<file path="config.mk">
export PLATFORM = sky130hd
export DESIGN_NAME = wb_burst_master
export DESIGN_NICKNAME = d
export VERILOG_FILES = /design/src/rtl/wb_burst_master_pkg.sv /design/src/rtl/wb_burst_master.sv
export SDC_FILE = /design/constraint.sdc
export NUM_CORES = 1
export LEC_CHECK = 0
export CAP_MARGIN = 5
export CORE_ASPECT_RATIO = 0.6
export CORE_MARGIN = 2
export CORE_UTILIZATION = 30
export CTS_BUF_LIST = sky130_fd_sc_hd__clkbuf_4
export DETAILED_ROUTE_END_ITERATION = 7
export GPL_TIMING_DRIVEN = 0
export PLACE_DENSITY = 0.83
export SLEW_MARGIN = 20
export SYNTH_ARGS = -nofsm -noshare
export SYNTH_HDL_FRONTEND = slang
export SYNTH_SLANG_ARGS = --single-unit
</file>
<file path="constraint.sdc">
create_clock -name wb_clk_i -period 3 [get_ports wb_clk_i]
set_input_delay 0.9 -clock wb_clk_i [delete_from_list [all_inputs] [get_ports wb_clk_i]]
set_output_delay 0.9 -clock wb_clk_i [all_outputs]
set_load 0.005 [all_outputs]
</file>
<file path="src/rtl/wb_burst_master_pkg.sv">
// Shared Wishbone cycle-type / burst-type codes and the burst master FSM encoding.
// Every Wishbone block in this slice imports its CTI/BTE codes from here.
package wb_burst_master_pkg;

  localparam logic [2:0] CTI_CLASSIC = 3'b000;
  localparam logic [2:0] CTI_INCR    = 3'b010;
  localparam logic [2:0] CTI_EOB     = 3'b111;
  localparam logic [1:0] BTE_LINEAR  = 2'b00;

  typedef enum logic [1:0] {
    ST_IDLE  = 2'd0,
    ST_BURST = 2'd1,
    ST_DONE  = 2'd2
  } state_t;

endpackage

</file>
<file path="src/rtl/wb_burst_master.sv">
// Wishbone B4 incrementing-burst master: takes one command (we/adr/len), streams
// len+1 words over the bus, then reports done/err for one cycle before going idle.
module wb_burst_master
  import wb_burst_master_pkg::*;
#(
  parameter int ADDRESS = 9,
  parameter int WIDTH   = 32,
  parameter int LBITS   = 4
) (
  input  logic                 wb_clk_i,
  input  logic                 wb_rst_ni,
  // command
  input  logic                 cmd_req_i,
  output logic                 cmd_gnt_o,
  input  logic                 cmd_we_i,
  input  logic [ADDRESS-1:0]   cmd_adr_i,
  input  logic [LBITS-1:0]     cmd_len_i,
  // write data
  input  logic                 wdat_valid_i,
  input  logic [WIDTH-1:0]     wdat_i,
  input  logic [WIDTH/8-1:0]   wsel_i,
  output logic                 wdat_take_o,
  // read data
  output logic                 rdat_valid_o,
  output logic [WIDTH-1:0]     rdat_o,
  output logic [WIDTH/8-1:0]   rsel_o,
  // status
  output logic                 busy_o,
  output logic                 done_o,
  output logic                 err_o,
  output logic [1:0]           dbg_state_o,
  // wishbone master
  output logic                 wb_cyc_o,
  output logic                 wb_stb_o,
  output logic                 wb_we_o,
  output logic [2:0]           wb_cti_o,
  output logic [1:0]           wb_bte_o,
  output logic [ADDRESS-1:0]   wb_adr_o,
  output logic [WIDTH/8-1:0]   wb_sel_o,
  output logic [WIDTH-1:0]     wb_dat_o,
  input  logic                 wb_ack_i,
  input  logic                 wb_err_i,
  input  logic [WIDTH/8-1:0]   wb_sel_i,
  input  logic [WIDTH-1:0]     wb_dat_i
);

  // Handshakes: cmd_gnt_o is a same-cycle accept of cmd_req_i (only in IDLE);
  // wdat_take_o / rdat_valid_o pulse exactly in the cycle a bus word completes
  // (stb & ack & !err); an error aborts with no data strobe for that word.

  state_t               state, state_nxt;
  logic                 we_q, we_nxt;
  logic [ADDRESS-1:0]   adr_q, adr_nxt;
  logic [LBITS-1:0]     rem_q, rem_nxt;   // words remaining minus one
  logic                 err_q, err_nxt;

  logic in_idle, in_burst, in_done;
  logic stb, last_word, xfer_ok, xfer_err;

  assign in_idle  = (state == ST_IDLE);
  assign in_burst = (state == ST_BURST);
  assign in_done  = (state == ST_DONE);

  // Write bursts insert master wait states whenever the data source is empty.
  assign stb       = in_burst & (we_q ? wdat_valid_i : 1'b1);
  assign last_word = (rem_q == '0);
  assign xfer_err  = stb & wb_err_i;
  assign xfer_ok   = stb & wb_ack_i & ~wb_err_i;

  always_ff @(posedge wb_clk_i or negedge wb_rst_ni) begin
    if (!wb_rst_ni) begin
      state <= ST_IDLE;
      we_q  <= 1'b0;
      adr_q <= '0;
      rem_q <= '0;
      err_q <= 1'b0;
    end else begin
      state <= state_nxt;
      we_q  <= we_nxt;
      adr_q <= adr_nxt;
      rem_q <= rem_nxt;
      err_q <= err_nxt;
    end
  end

  always_comb begin
    state_nxt = state;
    we_nxt    = we_q;
    adr_nxt   = adr_q;
    rem_nxt   = rem_q;
    err_nxt   = err_q;
    case (state)
      ST_IDLE: begin
        if (cmd_req_i) begin
          state_nxt = ST_BURST;
          we_nxt    = cmd_we_i;
          adr_nxt   = cmd_adr_i;
          rem_nxt   = cmd_len_i;
          err_nxt   = 1'b0;
        end
      end
      ST_BURST: begin
        if (xfer_err) begin
          state_nxt = ST_DONE;
          err_nxt   = 1'b1;
        end else if (xfer_ok) begin
          // Address wraps naturally at 2^ADDRESS.
          adr_nxt = adr_q + ADDRESS'(1);
          if (last_word) begin
            state_nxt = ST_DONE;
          end else begin
            rem_nxt = rem_q - LBITS'(1);
          end
        end
      end
      ST_DONE: begin
        state_nxt = ST_IDLE;
      end
      default: begin
        state_nxt = ST_IDLE;
      end
    endcase
  end

  // Grant is combinational, so it is gated by reset explicitly.
  assign cmd_gnt_o    = in_idle & cmd_req_i & wb_rst_ni;

  assign wb_cyc_o     = in_burst;
  assign wb_stb_o     = stb;
  assign wb_we_o      = in_burst & we_q;
  assign wb_cti_o     = in_burst ? (last_word ? CTI_EOB : CTI_INCR) : CTI_CLASSIC;
  assign wb_bte_o     = BTE_LINEAR;
  assign wb_adr_o     = adr_q;
  assign wb_dat_o     = wdat_i;
  assign wb_sel_o     = wsel_i;

  assign wdat_take_o  = xfer_ok & we_q;
  assign rdat_valid_o = xfer_ok & ~we_q;
  assign rdat_o       = wb_dat_i;
  assign rsel_o       = wb_sel_i;

  assign busy_o       = in_burst | in_done;
  assign done_o       = in_done;
  assign err_o        = err_q;
  assign dbg_state_o  = state;

endmodule

</file>
==> out/qor.yml <==
die_area_um2: 6610
synth-edff-count: 0
maxClockFrequency_ghz: 0.343
grt_antenna_before_repair: 0
detail_route.wirelength_um: 5710
cts_tree: "done"
setup-violations-final: 0
synth-seq-cells: 17
initial_core_util_pct: 31.6
grt_max_degree: 19
final_nets: 436
final_critical_path_setup_slack_ns: 0.0854
max_cap_viol_count: 0
synthTopCellsByCount: "78 x buf_4, 17 x dfrtp_1, 13 x nand2_1"
num_rows: 21
post_route_cells_drive_above_1_share_pct: 32.1
clock_tree.htree_level_count: 1
detailroute.via_count: 1845
die_h_um: 63.8
post-synth-top-count-cell: "buf_4"
synth_flop_cell: "dfrtp_1"
placedCellCount: 407
synth_sequential_area_ratio_pct: 23.8
worst_hold_path_type: "in -> async"
critical_path.startpoint_type: "input pin"
drc_errors: 0
timing.clock.skew_ns: 0.00642
detail_route.vias_per_cell: 4.44
core_area_um2: 5650
ys_top_cells_by_area: "buf_4 33%, dfrtp_1 24%, ha_1 4.9%, nand2_1 2.7%, a21oi_1 2.5%"
multi_input_area_um2: 762
postSynth.asyncResetShare_pct: 100
fill_cells: 501
drtIter0Drc: 63
hold_viol: 0
rsz0062_at_grt: "yes"
syn2layout_area_growth_pct: 76.8
cts.reportedPaths.clkPinSlew_ns: 0.11
synth.largest_area_cell: "buf_4"
cts-buffers-inserted: 3
antennaDiodeCount: 0
grt_overflow: 0
postSynthCellCount: 212
first_pass_grt_wire_length_um: 8580
layout.cells.non_filler: 416
groute.usage.overall_pct: 16.0
post_drt_wl_per_cell_um: 13.7
drt_pass1_iterations: 4
timing.critical_path.fanout_max: 8
min_period_over_period_pct: 97.2
die_width_um: 104
mappedNetlistArea_um2: 1790
post-layout-total-power_mw: 2.07
crit_arrival_ns: 2.01
placement.setup.worst_slack_ns: -0.621
num_io_pins: 189
synthDominantCellAreaShare_pct: 32.8
final_antenna_net_count: 0
ir_worst_vdd_uv: 288
seq_area_um2: 425
ctsLongestPathBuffers: 2
cp.required_ns: 2.10
final_period_minus_worst_setup_slack_ns: 2.91
pwr_density_cell_nw_per_um2: 655
outcome: "finished, final reports clean"
hpwl_um: 4770
clock_sinks: 17
endpoint_kind: "primary output"
count_of_cell_types_in_the_netlist: 43
vias_in_the_first_global_route: 1648
placer_congestion: 0.846
syn-mean-instance-area_um2: 8.43
p_leak_nw: 1.42
synthesis.yosys.warnings: 0
timing.final.max_slew_violations: 0
cts-root-buf: "clkbuf_4"
clock_insertion_delay_worst_skew_ns: 0.30
timing.setup.critical_path_class: "in -> out"
numPortBuffers: 114
## path summary, 6_finish.rpt
| check | end | start | slack (ns) | cells past startpoint |
|---|---|---|---|---|
| max | wdat_take_o | wdat_valid_i | 0.09 | 5 |
| min | wb_adr_o[8]$_DFFE_PN0P_ | wb_rst_ni | 0.51 | 1 |
| max reg2reg | rem_q[2]$_DFFE_PN0P_ | dbg_state_o[0]$_DFFE_PN0P_ | 1.08 | 6 |
| min reg2reg | err_o$_DFFE_PN0P_ | err_o$_DFFE_PN0P_ | 0.56 | 2 |
| max in group asynchronous | we_q$_DFFE_PN0P_ | wb_rst_ni | 2.19 | 1 |
| min in group wb_clk_i | err_o$_DFFE_PN0P_ | err_o$_DFFE_PN0P_ | 0.56 | 2 |
## metal layers
metal | routed length, um | GRT usage (%) | part of all wire [%] | vias up
li1 | - | - | - | 900
met1 | 2460 | 21.7 | 43 | 874
met2 | 2870 | 27.1 | 50 | 69
met3 | 371 | 4.59 | 6.5 | 2
met4 | 4 | 0.507 | 0.070 | 0
met5 | 0 | 0 | 0 | -
## placed cells by master (no fill, tap or decap), types with 2 or more instances in the layout
cell             Yosys  layout
buf_2                4       4
buf_4               78      83
clkbuf_4             0       3
nand4_1              2       2
and3_1               3       3
nor3b_1              2       2
nand2_1             13      13
ha_1                 7       5
dlygate4sd2_1        0       4
inv_1                7       6
mux2i_1              3       3
nor2b_1              2       2
nand3_1              8       8
and2_1               4       3
dfrtp_1             17      17
nor4_2               2       2
inv_2                1       2
conb_1               1       2
o21ai_0              4       4
or3_1                2       2
mux2_1               3       3
clkdlybuf4s50_1      0     107
nor2_1               5       5
a31oi_1              7       7
o31ai_1              2       2
o22ai_1              4       4
nand2b_1             3       2
a21oi_1              9       9
## power by group
| group | total (mW) | internal (mW) | switching, mW |
|---|---|---|---|
| Sequential | 0.493 | 0.346 | 0.147 |
| Combinational | 1.45 | 0.805 | 0.640 |
| Clock | 0.128 | 0.0497 | 0.0786 |
| Total | 2.07 | 1.20 | 0.866 |
## metrics by stage
stage | hold WS (ns) | util (%) | cell area, um^2 | setup TNS, ns
floorplan | 0.495 | - | 1790 | 0
finish | 0.511 | 55.9 | 3160 | 0
CTS | 0.528 | 55.2 | 3120 | -0.0157
global route | 0.548 | 55.9 | 3160 | -0.00767
global placement | 0.518 | 53.7 | 3030 | -1.87
detailed placement | 0.526 | 53.7 | 3030 | -2.04
## cell type report
class	count	area share, %
Tap cell	80	3.17
Sequential cell	17	13.5
Clock inverter	1	0.158
Multi-Input combinational cell	105	24.1
Clock buffer	3	0.713
Buffer	83	20.3
Inverter	8	0.951
Timing Repair Buffer	119	37.1
## cell families (layout without fill, tap and decap cells)
| kind of cell | Yosys count | count (layout) | synth area share, % |
|---|---|---|---|
| AND/OR/NAND/NOR | 51 | 51 | 16.2 |
| multiplexers | 6 | 6 | 3.57 |
| flip-flops | 17 | 17 | 23.8 |
| other | 1 | 2 | 0.210 |
| buffers and inverters | 91 | 214 | 35.8 |
| AO/OA/AOI/OAI | 39 | 39 | 15.5 |
| adder cells (fa/ha/maj) | 7 | 7 | 4.90 |
## flip-flops by register name, indices dropped and copies added, names as in the netlist
register,count
err_o,1
rem_q,4
wb_adr_o,9
we_q,1
dbg_state_o,2
## worst max-delay path, stage by stage
cell	delay, ns
clkdlybuf4s50_1	0.46
nor2b_1	0.04
buf_2	0.18
nor3b_1	0.21
clkdlybuf4s15_2	0.23
## timing repair
item	CTS	global route
resized for setup	26	3
cloned	0	0
setup endpoints to repair	7	3
hold buffers	0	0
setup buffers	1	4
(Power assumes the default switching activity.)
